### src/rtl/fifo_controller_prog_pkg.sv
// Shared types and helpers for the programmable-threshold FIFO controller.
// Status flags travel together as one packed struct so the reset value is defined in one place.
package fifo_pkg;

    typedef struct packed {
        logic empty;
        logic full;
        logic almost_empty;
        logic almost_full;
        logic overflow;
        logic underflow;
    } fifo_status_t;

    localparam fifo_status_t STATUS_RESET = '{
        empty:        1'b1,
        full:         1'b0,
        almost_empty: 1'b1,
        almost_full:  1'b0,
        overflow:     1'b0,
        underflow:    1'b0
    };

    // Count and thresholds need one extra bit so that a completely full FIFO (DEPTH) fits.
    function automatic int cnt_width(input int addr_width);
        return addr_width + 1;
    endfunction

endpackage

### src/rtl/fifo_controller_prog_if.sv
// Producer/consumer strobes, thresholds and status outputs of the FIFO controller.
// The master side drives requests and thresholds; the slave side is the controller.
interface fifo_controller_prog_if #(
    parameter int ADDR_WIDTH = 4
);
    import fifo_pkg::*;

    localparam int CNT_WIDTH = cnt_width(ADDR_WIDTH);

    logic                  write_i;
    logic                  read_i;
    logic [CNT_WIDTH-1:0]  af_thresh_i;
    logic [CNT_WIDTH-1:0]  ae_thresh_i;
    logic                  err_clear_i;

    logic                  write_en_o;
    logic                  read_en_o;
    logic [ADDR_WIDTH-1:0] write_address_o;
    logic [ADDR_WIDTH-1:0] read_address_o;
    logic [CNT_WIDTH-1:0]  count_o;
    logic                  empty_o;
    logic                  full_o;
    logic                  almost_empty_o;
    logic                  almost_full_o;
    logic                  overflow_o;
    logic                  underflow_o;

    modport master (
        output write_i, read_i, af_thresh_i, ae_thresh_i, err_clear_i,
        input  write_en_o, read_en_o, write_address_o, read_address_o, count_o,
        input  empty_o, full_o, almost_empty_o, almost_full_o, overflow_o, underflow_o
    );

    modport slave (
        input  write_i, read_i, af_thresh_i, ae_thresh_i, err_clear_i,
        output write_en_o, read_en_o, write_address_o, read_address_o, count_o,
        output empty_o, full_o, almost_empty_o, almost_full_o, overflow_o, underflow_o
    );

endinterface

### src/rtl/fifo_controller_prog_ptr.sv
// Wrapping FIFO pointer: ADDR_WIDTH address bits plus one wrap bit, advancing by one when enabled.
// The next value is exported so the owner can derive the fill level from both pointers' next state.
module fifo_ptr #(
    parameter int ADDR_WIDTH = 4
) (
    input  logic                  clk,
    input  logic                  rst_n,
    input  logic                  en,
    output logic [ADDR_WIDTH-1:0] addr,
    output logic [ADDR_WIDTH:0]   ptr_next
);

    logic [ADDR_WIDTH:0] ptr;

    assign ptr_next = ptr + (ADDR_WIDTH+1)'(en);
    assign addr     = ptr[ADDR_WIDTH-1:0];

    always_ff @(posedge clk or negedge rst_n) begin
        if (!rst_n) begin
            ptr <= '0;
        end else begin
            ptr <= ptr_next;
        end
    end

endmodule

### src/rtl/fifo_controller_prog.sv
// FIFO pointer/status controller for an external 2**ADDR_WIDTH-entry storage array, with
// runtime-programmable almost-full/almost-empty thresholds and sticky overflow/underflow flags.
module fifo_controller_prog #(
    parameter int ADDR_WIDTH = 4
) (
    input  logic                   clk_i,
    input  logic                   reset_ni,
    fifo_controller_prog_if.slave  bus
);
    import fifo_pkg::*;

    localparam int CNT_WIDTH = cnt_width(ADDR_WIDTH);
    localparam logic [CNT_WIDTH-1:0] DEPTH = CNT_WIDTH'(2 ** ADDR_WIDTH);

    logic [1:0]            rst_sync;
    logic                  rst_n;
    logic                  write_en;
    logic                  read_en;
    logic [ADDR_WIDTH:0]   wr_next;
    logic [ADDR_WIDTH:0]   rd_next;
    logic [ADDR_WIDTH-1:0] wr_addr;
    logic [ADDR_WIDTH-1:0] rd_addr;
    logic [CNT_WIDTH-1:0]  count;
    logic [CNT_WIDTH-1:0]  count_next;
    logic                  overflow_set;
    logic                  underflow_set;
    fifo_status_t          status;

    // Assertion reaches every register at once; release is delayed two edges to avoid metastability.
    always_ff @(posedge clk_i or negedge reset_ni) begin
        if (!reset_ni) begin
            rst_sync <= 2'b00;
        end else begin
            rst_sync <= {rst_sync[0], 1'b1};
        end
    end

    assign rst_n = rst_sync[1];

    // A read while full frees the slot the concurrent write lands in, so both are accepted.
    assign read_en  = bus.read_i & ~status.empty & rst_n;
    assign write_en = bus.write_i & (~status.full | bus.read_i) & rst_n;

    fifo_ptr #(.ADDR_WIDTH(ADDR_WIDTH)) u_wr_ptr (
        .clk      (clk_i),
        .rst_n    (rst_n),
        .en       (write_en),
        .addr     (wr_addr),
        .ptr_next (wr_next)
    );

    fifo_ptr #(.ADDR_WIDTH(ADDR_WIDTH)) u_rd_ptr (
        .clk      (clk_i),
        .rst_n    (rst_n),
        .en       (read_en),
        .addr     (rd_addr),
        .ptr_next (rd_next)
    );

    assign count_next    = wr_next - rd_next;
    assign overflow_set  = bus.write_i & status.full & ~bus.read_i;
    assign underflow_set = bus.read_i & status.empty;

    // Flags are computed from the next level so they line up with count in the following cycle.
    always_ff @(posedge clk_i or negedge rst_n) begin
        if (!rst_n) begin
            count  <= '0;
            status <= STATUS_RESET;
        end else begin
            count               <= count_next;
            status.empty        <= (count_next == '0);
            status.full         <= (count_next == DEPTH);
            status.almost_empty <= (count_next <= bus.ae_thresh_i);
            status.almost_full  <= (count_next >= bus.af_thresh_i);
            status.overflow     <= overflow_set  | (status.overflow  & ~bus.err_clear_i);
            status.underflow    <= underflow_set | (status.underflow & ~bus.err_clear_i);
        end
    end

    assign bus.write_en_o      = write_en;
    assign bus.read_en_o       = read_en;
    assign bus.write_address_o = wr_addr;
    assign bus.read_address_o  = rd_addr;
    assign bus.count_o         = count;
    assign bus.empty_o         = status.empty;
    assign bus.full_o          = status.full;
    assign bus.almost_empty_o  = status.almost_empty;
    assign bus.almost_full_o   = status.almost_full;
    assign bus.overflow_o      = status.overflow;
    assign bus.underflow_o     = status.underflow;

endmodule

### src/flat_wrapper.sv
// flat-port wrapper written by rule: the top's interface ports become plain ports
module fifo_controller_prog_flat import fifo_pkg::*;
#(
    parameter int ADDR_WIDTH = 4
)
  (clk_i, reset_ni, bus_write_i, bus_read_i, bus_af_thresh_i, bus_ae_thresh_i, bus_err_clear_i, bus_write_en_o, bus_read_en_o, bus_write_address_o, bus_read_address_o, bus_count_o, bus_empty_o, bus_full_o, bus_almost_empty_o, bus_almost_full_o, bus_overflow_o, bus_underflow_o);
  fifo_controller_prog_if #(.ADDR_WIDTH(ADDR_WIDTH)) bus_i ();
  input  logic clk_i;
  input  logic reset_ni;
  input wire logic [$bits(bus_i.write_i)-1:0] bus_write_i;
  input wire logic [$bits(bus_i.read_i)-1:0] bus_read_i;
  input wire logic [$bits(bus_i.af_thresh_i)-1:0] bus_af_thresh_i;
  input wire logic [$bits(bus_i.ae_thresh_i)-1:0] bus_ae_thresh_i;
  input wire logic [$bits(bus_i.err_clear_i)-1:0] bus_err_clear_i;
  output wire logic [$bits(bus_i.write_en_o)-1:0] bus_write_en_o;
  output wire logic [$bits(bus_i.read_en_o)-1:0] bus_read_en_o;
  output wire logic [$bits(bus_i.write_address_o)-1:0] bus_write_address_o;
  output wire logic [$bits(bus_i.read_address_o)-1:0] bus_read_address_o;
  output wire logic [$bits(bus_i.count_o)-1:0] bus_count_o;
  output wire logic [$bits(bus_i.empty_o)-1:0] bus_empty_o;
  output wire logic [$bits(bus_i.full_o)-1:0] bus_full_o;
  output wire logic [$bits(bus_i.almost_empty_o)-1:0] bus_almost_empty_o;
  output wire logic [$bits(bus_i.almost_full_o)-1:0] bus_almost_full_o;
  output wire logic [$bits(bus_i.overflow_o)-1:0] bus_overflow_o;
  output wire logic [$bits(bus_i.underflow_o)-1:0] bus_underflow_o;
  assign bus_i.write_i = bus_write_i;
  assign bus_i.read_i = bus_read_i;
  assign bus_i.af_thresh_i = bus_af_thresh_i;
  assign bus_i.ae_thresh_i = bus_ae_thresh_i;
  assign bus_i.err_clear_i = bus_err_clear_i;
  assign bus_write_en_o = bus_i.write_en_o;
  assign bus_read_en_o = bus_i.read_en_o;
  assign bus_write_address_o = bus_i.write_address_o;
  assign bus_read_address_o = bus_i.read_address_o;
  assign bus_count_o = bus_i.count_o;
  assign bus_empty_o = bus_i.empty_o;
  assign bus_full_o = bus_i.full_o;
  assign bus_almost_empty_o = bus_i.almost_empty_o;
  assign bus_almost_full_o = bus_i.almost_full_o;
  assign bus_overflow_o = bus_i.overflow_o;
  assign bus_underflow_o = bus_i.underflow_o;
  fifo_controller_prog #(.ADDR_WIDTH(ADDR_WIDTH)) u_core (.clk_i(clk_i), .reset_ni(reset_ni), .bus(bus_i));
endmodule
### config.mk
export PLATFORM = sky130hd
export DESIGN_NAME = fifo_controller_prog_flat
export DESIGN_NICKNAME = d
export VERILOG_FILES = /design/src/rtl/fifo_controller_prog_pkg.sv /design/src/rtl/fifo_controller_prog_if.sv /design/src/rtl/fifo_controller_prog_ptr.sv /design/src/rtl/fifo_controller_prog.sv /design/src/flat_wrapper.sv
export SDC_FILE = /design/constraint.sdc
export NUM_CORES = 1
export LEC_CHECK = 0
export ABC_AREA = 1
export CORE_MARGIN = 2
export CORE_UTILIZATION = 51
export CTS_CLUSTER_DIAMETER = 150
export DETAILED_ROUTE_END_ITERATION = 10
export PLACE_DENSITY = 0.87
export RECOVER_POWER = 50
export SLEW_MARGIN = 5
export SYNTH_ARGS = -nofsm -noshare
export SYNTH_HDL_FRONTEND = slang
export SYNTH_SLANG_ARGS = --single-unit
export TNS_END_PERCENT = 30
### constraint.sdc
create_clock -name clk_i -period 3.35 [get_ports clk_i]
set_clock_uncertainty 0.05 [all_clocks]
set_input_delay 0.335 -clock clk_i [delete_from_list [all_inputs] [get_ports clk_i]]
set_output_delay 0.335 -clock clk_i [all_outputs]
set_load 0.01 [all_outputs]
==> run metrics, run 1 <==
CTS tree yes; vias in the first global route ~1000; DP HPWL 2120 um; largest net degree at the start of global routing 20; Final Non-Filler Cells 207; cell count after synthesis 141; Mapped Nets about 170; Die Ht 54.5 um; # IOs 36; Post-synth EDFFs 0; Crit path top cell by count nand2_1; Max-Cap Viols 0; GP Congestion 0.839; chip width 54.5 um; NumNets Final 209; Vias/cell 4.96; first-pass GRT wire length 4020 um; Pre-antenna DRT Iters 5; Distinct cells, synth 22; Synth area leader dfrtp_1; CP Capture Type register; vias after detailed routing 1026; DRT iter0 DRCs 8; Synth top area share 40.3%; Fin. Hold Viols 0; ANT cells 0; Critical path destination u_core.bus.almost_full_o; Synth area leaders dfrtp_1 40%, ha_1 15%, inv_1 8.9%; commonest cells in the netlist 31 x inv_1, 22 x nand2_1, 21 x dfrtp_1; Buf/Inv on CP 5; Levels on crit path 20; # rows 18; wire per inst 12.8 um; CP startpoint kind input pin; cts bufs inserted 3; Slew Viols, Final 0; syn avg cell area 9.24 um^2; CP delay by family, top adder cells; CP max FO 4; slowest stage cell on the critical path clkdlybuf4s50_1; FF-to-FF Start u_core.bus.empty_o; Yosys Warn Count 0; Worst Setup SP bus_read_i; Critical Path AT 3.34 ns; share of layout cells above drive strength 1 11.9%; Final ANT Viol Nets 0; Seq/Total Area, Yosys 44.4%; final setup fails 0; Crit path largest cell delay a little over 0.5 ns; Fmax 315 MHz; register-to-register setup slack 0.24 ns; run status complete, no violations; Inst Count DP 202; slew margin rel. 33.8%; antenna violations before repair 0; Main synth FF type dfrtp_1; Die ar. just under 3000 um^2; Worst-Skew Late Latency 0.31 ns; drt drc 0; H-Tree Depth 1; GR Overflow Total 0; crit path cell chain clkdlybuf4s50_1, inv_1, nand2_1, nand2_1, nor2_2, ha_2, ha_4, inv_1, nand2_1, and2_1, ha_1, inv_1, nand2_1, nand2_1, nand2_1, inv_1, ha_1, a21oi_1, nand2_1, a31o_2; post-layout min period about 3.2 ns; HP Class reg -> async; Yosys reg bits 23; maximum clock path buffer count 2; Layout area overhead 33.6%; WS Path Type in -> reg; Worst EP required 3.52 ns; asr flop ratio synth 100%; cell area after synthesis 1300 um^2; clock-pin slew on the worst setup and hold paths 0.13 ns; Register-to-Register Path Depth 16; core area 2450 um^2; all-layer global routing usage 18.9%; PortBufs 35; clock sink count 23; most frequent cell after synthesis inv_1; Detailed Route WL 2650 um; FF-to-FF End u_core.bus.almost_full_o; initial core utilization a little over half; Root Buffer clkbuf_4; Worst-Margin Slew 0.993 ns; period utilization 94.8%
[cells by family after synthesis]
group,after synthesis,synth area share [%]
compound gates,8,3.46
simple gates,45,15.8
flops,23,44.4
xor+xnor,9,7.20
fa+ha+maj,16,15.4
other cells,1,0.288
buf+inv,39,13.5
[per-stage QoR]
| step | TNS (ns) | utilization, % | hold WS (ns) | worst slack (ns) | area (um^2) |
|---|---|---|---|---|---|
| detailed placement | -0.420 | 67.6 | 0.0134 | -0.226 | 1660 |
| CTS | 0 | 68.8 | 0.0260 | 0.0631 | 1690 |
| finish | 0 | 70.9 | 0.0259 | 0.174 | 1740 |
| global placement | -0.0401 | 67.6 | 0.00228 | -0.0376 | 1660 |
| floorplan | 0 | - | -0.0106 | 0.0552 | 1300 |
| global route | -0.0447 | 70.9 | 0.0369 | -0.0447 | 1740 |
[registers in the layout (all words and copies together) (netlist names)]
register,count
u_core.u_rd_ptr.ptr,5
u_core.bus.full_o,1
u_core.bus.empty_o,1
u_core.bus.overflow_o,1
u_core.bus.almost_full_o,1
u_core.u_wr_ptr.ptr,5
u_core.rst_sync,2
u_core.bus.count_o,5
u_core.bus.underflow_o,1
u_core.bus.almost_empty_o,1
[area by class of cell]
class | instances | area (um^2)
Fill cell | 187 | 714
Multi-Input combinational cell | 79 | 597
Sequential cell | 23 | 578
Timing Repair Buffer | 40 | 384
Inverter | 31 | 116
Tap cell | 30 | 37.5
Clock buffer | 3 | 22.5
Clock inverter | 1 | 5.00
[cells in the final DEF, fill, tap and decap left out, drive strengths merged]
| cell | count |
|---|---|
| nand4 | 2 |
| dfrtp | 21 |
| a31o | 1 |
| a21oi | 3 |
| o21ai | 3 |
| dfstp | 2 |
| xnor2 | 6 |
| nor2b | 1 |
| xor2 | 3 |
| clkdlybuf4s50 | 34 |
| nor3 | 1 |
| clkbuf | 4 |
| clkinv | 1 |
| conb | 1 |
| inv | 31 |
| nand3b | 1 |
| dlygate4sd3 | 1 |
| and2 | 1 |
| ha | 16 |
| o22ai | 1 |
| buf | 4 |
| nor2 | 4 |
| nand2 | 22 |
| nand3 | 13 |
[metal layers]
| metal | routed length [um] | vias up | GRT usage, % |
|---|---|---|---|
| met2 | 1490 | 28 | 36.3 |
| li1 | - | 503 | - |
| met5 | 0 | - | 0 |
| met3 | 100 | 4 | 3.28 |
| met4 | 30 | 0 | 5.42 |
| met1 | 1030 | 491 | 20.9 |
[timing repair]
| action | in CTS | in global routing |
|---|---|---|
| hold buffers | 0 | 0 |
| resized for setup | 0 | 8 |
| endpoints found under the setup margin | 0 | 2 |
| setup buffers | 0 | 1 |
[worst min path at each step]
stage                             from                endpoint  cells past startpoint
floorplan                     reset_ni      u_core.rst_sync[0]                      0
global placement    u_core.rst_sync[1]  u_core.bus.underflow_o                      0
detailed placement  u_core.rst_sync[1]   u_core.bus.overflow_o                      0
CTS                 u_core.rst_sync[1]  u_core.bus.underflow_o                      0
global route        u_core.rst_sync[1]  u_core.bus.underflow_o                      0
finish              u_core.rst_sync[1]  u_core.bus.underflow_o                      0
Power of run 1 is left out: the tool's default activity adds up to more than one toggle a clock period on the data nets, which glitch-free logic cannot reach.
==> inputs of run 2 (changes only) <==
--- a/config.mk
+++ b/config.mk
@@ -6,11 +6,12 @@
 export NUM_CORES = 1
 export LEC_CHECK = 0
 export ABC_AREA = 1
+export CORE_ASPECT_RATIO = 1.1
 export CORE_MARGIN = 2
-export CORE_UTILIZATION = 51
+export CORE_UTILIZATION = 45
 export CTS_CLUSTER_DIAMETER = 150
 export DETAILED_ROUTE_END_ITERATION = 10
-export PLACE_DENSITY = 0.87
+export PLACE_DENSITY = 0.79
 export RECOVER_POWER = 50
 export SLEW_MARGIN = 5
 export SYNTH_ARGS = -nofsm -noshare
==> run metrics, run 2 (same netlist as run 1, synthesis figures left out) <==
chip width around 55 um; vias after detailed routing 1003; core area 2750 um^2; post-place setup slack -0.0781 ns; clock sink count 23; Max VDD drop between 0.8 and 0.9 mV; commonest non-fill, non-tap cell in the layout clkdlybuf4s50_1; ANT cells 0; Worst-Margin Slew 1.00 ns; PortBufs 35; Post-Layout Inst Area ~1700 um^2; Die ar. 3340 um^2; hold slack final roughly 0.022 ns; register-to-register setup slack 0.34 ns; Fmax 326 MHz; CTS tree yes; CP startpoint kind input pin; DRT iter0 DRCs 13; clock-pin slew on the worst setup and hold paths 0.13 ns; initial core utilization 47.3%; first-pass GRT wire length 4200 um; most frequent cells in the layout 33 x clkdlybuf4s50_1, 31 x inv_1, 22 x nand2_1, 21 x dfrtp_1, 16 x ha_1; Fin. Hold Viols 0; CP Capture Type register; run status complete, no violations; # IOs 36; HP Class reg -> async; worst setup slack after layout about 0.29 ns; Pwr Total 2.12 mW; slew margin rel. 33.1%; GP Congestion ~0.8; WS Path Type in -> reg; drt drc 0; Post-CTS Resized 0; RSZ-0062 raised after global routing no; post-layout min period 3.06 ns; Root Buffer clkbuf_4; Inst Count DP ~210; CP max FO 4; Lkg Pwr a little over 0.9 nW; vias in the first global route approximately 1.0k; largest net degree at the start of global routing 20; Detailed Route WL around 2400 um; final setup fails 0; Slew Viols, Final 0; Max-Cap Viols 0; Vias/cell 4.62; wire per inst 11.2 um; cts bufs inserted 3; post-CTS setup buffer count 0; # hold bufs at CTS 0; antenna violations before repair 0; GR Overflow Total 0; period utilization 91.4%; Placed Area 1720 um^2; Layout area overhead 34.2%; Final ANT Viol Nets 0; all-layer global routing usage 16.3%; PwrDens roughly 1200 nW/um^2; H-Tree Depth 1; Die Ht 60.4 um; NumNets Final 216; Final Non-Filler Cells ~220; fill count 236; Worst EP required 3.53 ns; Worst-Skew Late Latency 0.32 ns; Critical Path AT 3.24 ns; DP HPWL 2010 um; maximum clock path buffer count 2; # rows 20; Pre-antenna DRT Iters 4; share of layout cells above drive strength 1 10.9%
==> run 2: cell count changes in the layout (fill, tap and decap cells not counted), moves of 2 or more <==
cell | before | now
buf_4 | 4 | 11
ha_1 | 13 | 16
ha_4 | 2 | 0
nor2_1 | 2 | 4
nor2_2 | 2 | 0
==> run 2: cell type report <==
| class | instances | area, um^2 | share of cell area [%] |
|---|---|---|---|
| Sequential cell | 23 | 578 | 33.1 |
| Tap cell | 33 | 41.3 | 2.36 |
| Inverter | 31 | 116 | 6.66 |
| Multi-Input combinational cell | 79 | 548 | 31.4 |
| Timing Repair Buffer | 47 | 437 | 25.0 |
| Clock buffer | 3 | 22.5 | 1.29 |
| Clock inverter | 1 | 5.00 | 0.286 |
==> run 2: final timing paths <==
| kind | depth (start not counted) | startpoint | to |
|---|---|---|---|
| min in group clk_i | 0 | u_core.rst_sync[0] | u_core.rst_sync[1] |
| max | 20 | bus_read_i | u_core.bus.almost_full_o |
| max reg2reg | 16 | u_core.bus.empty_o | u_core.bus.almost_full_o |
| max in group asynchronous | 1 | u_core.rst_sync[1] | u_core.bus.count_o[3] |
| min reg2reg | 0 | u_core.rst_sync[1] | u_core.bus.underflow_o |
| min | 0 | u_core.rst_sync[1] | u_core.bus.underflow_o |
==> run 2: power by group <==
group / total [mW] / internal, mW / switching, mW
Sequential: 0.482 / 0.408 / 0.0739
Clock: 0.132 / 0.0448 / 0.0871
Combinational: 1.50 / 0.743 / 0.760
==> run 2: worst max-delay path, cell delays in order <==
cell and delay (ns):
clkdlybuf4s50_1 0.50, inv_1 0.05, nand2_1 0.07, nand2_1 0.05, nor2_1 0.13, ha_1 0.19, ha_1 0.25, inv_1 0.06
nand2_1 0.05, and2_1 0.16, ha_1 0.19, inv_1 0.06, nand2_1 0.05, nand2_1 0.07, nand2_1 0.05, a21oi_1 0.15
xnor2_1 0.21, buf_4 0.19, ha_1 0.22, a31o_2 0.23
==> run 2: per-stage QoR <==
| step | TNS (ns) | utilization [%] |
|---|---|---|
| after floorplan | 0 | - |
| after global placement | -0.0270 | 62.6 |
| after detailed placement | -0.124 | 62.6 |
| after CTS | 0 | 63.6 |
| after global routing | 0 | 63.5 |
| final | 0 | 63.5 |
==> run 2: layer usage <==
metal  global-route usage, %  routed length [um]  vias up
met3                    2.99                 127        6
met4                    8.71                  63        0
met1                    17.3                 995      451
met5                       0                   0        -
li1                        -                   -      518
met2                    31.3                1250       28
(Power assumes the default switching activity.)
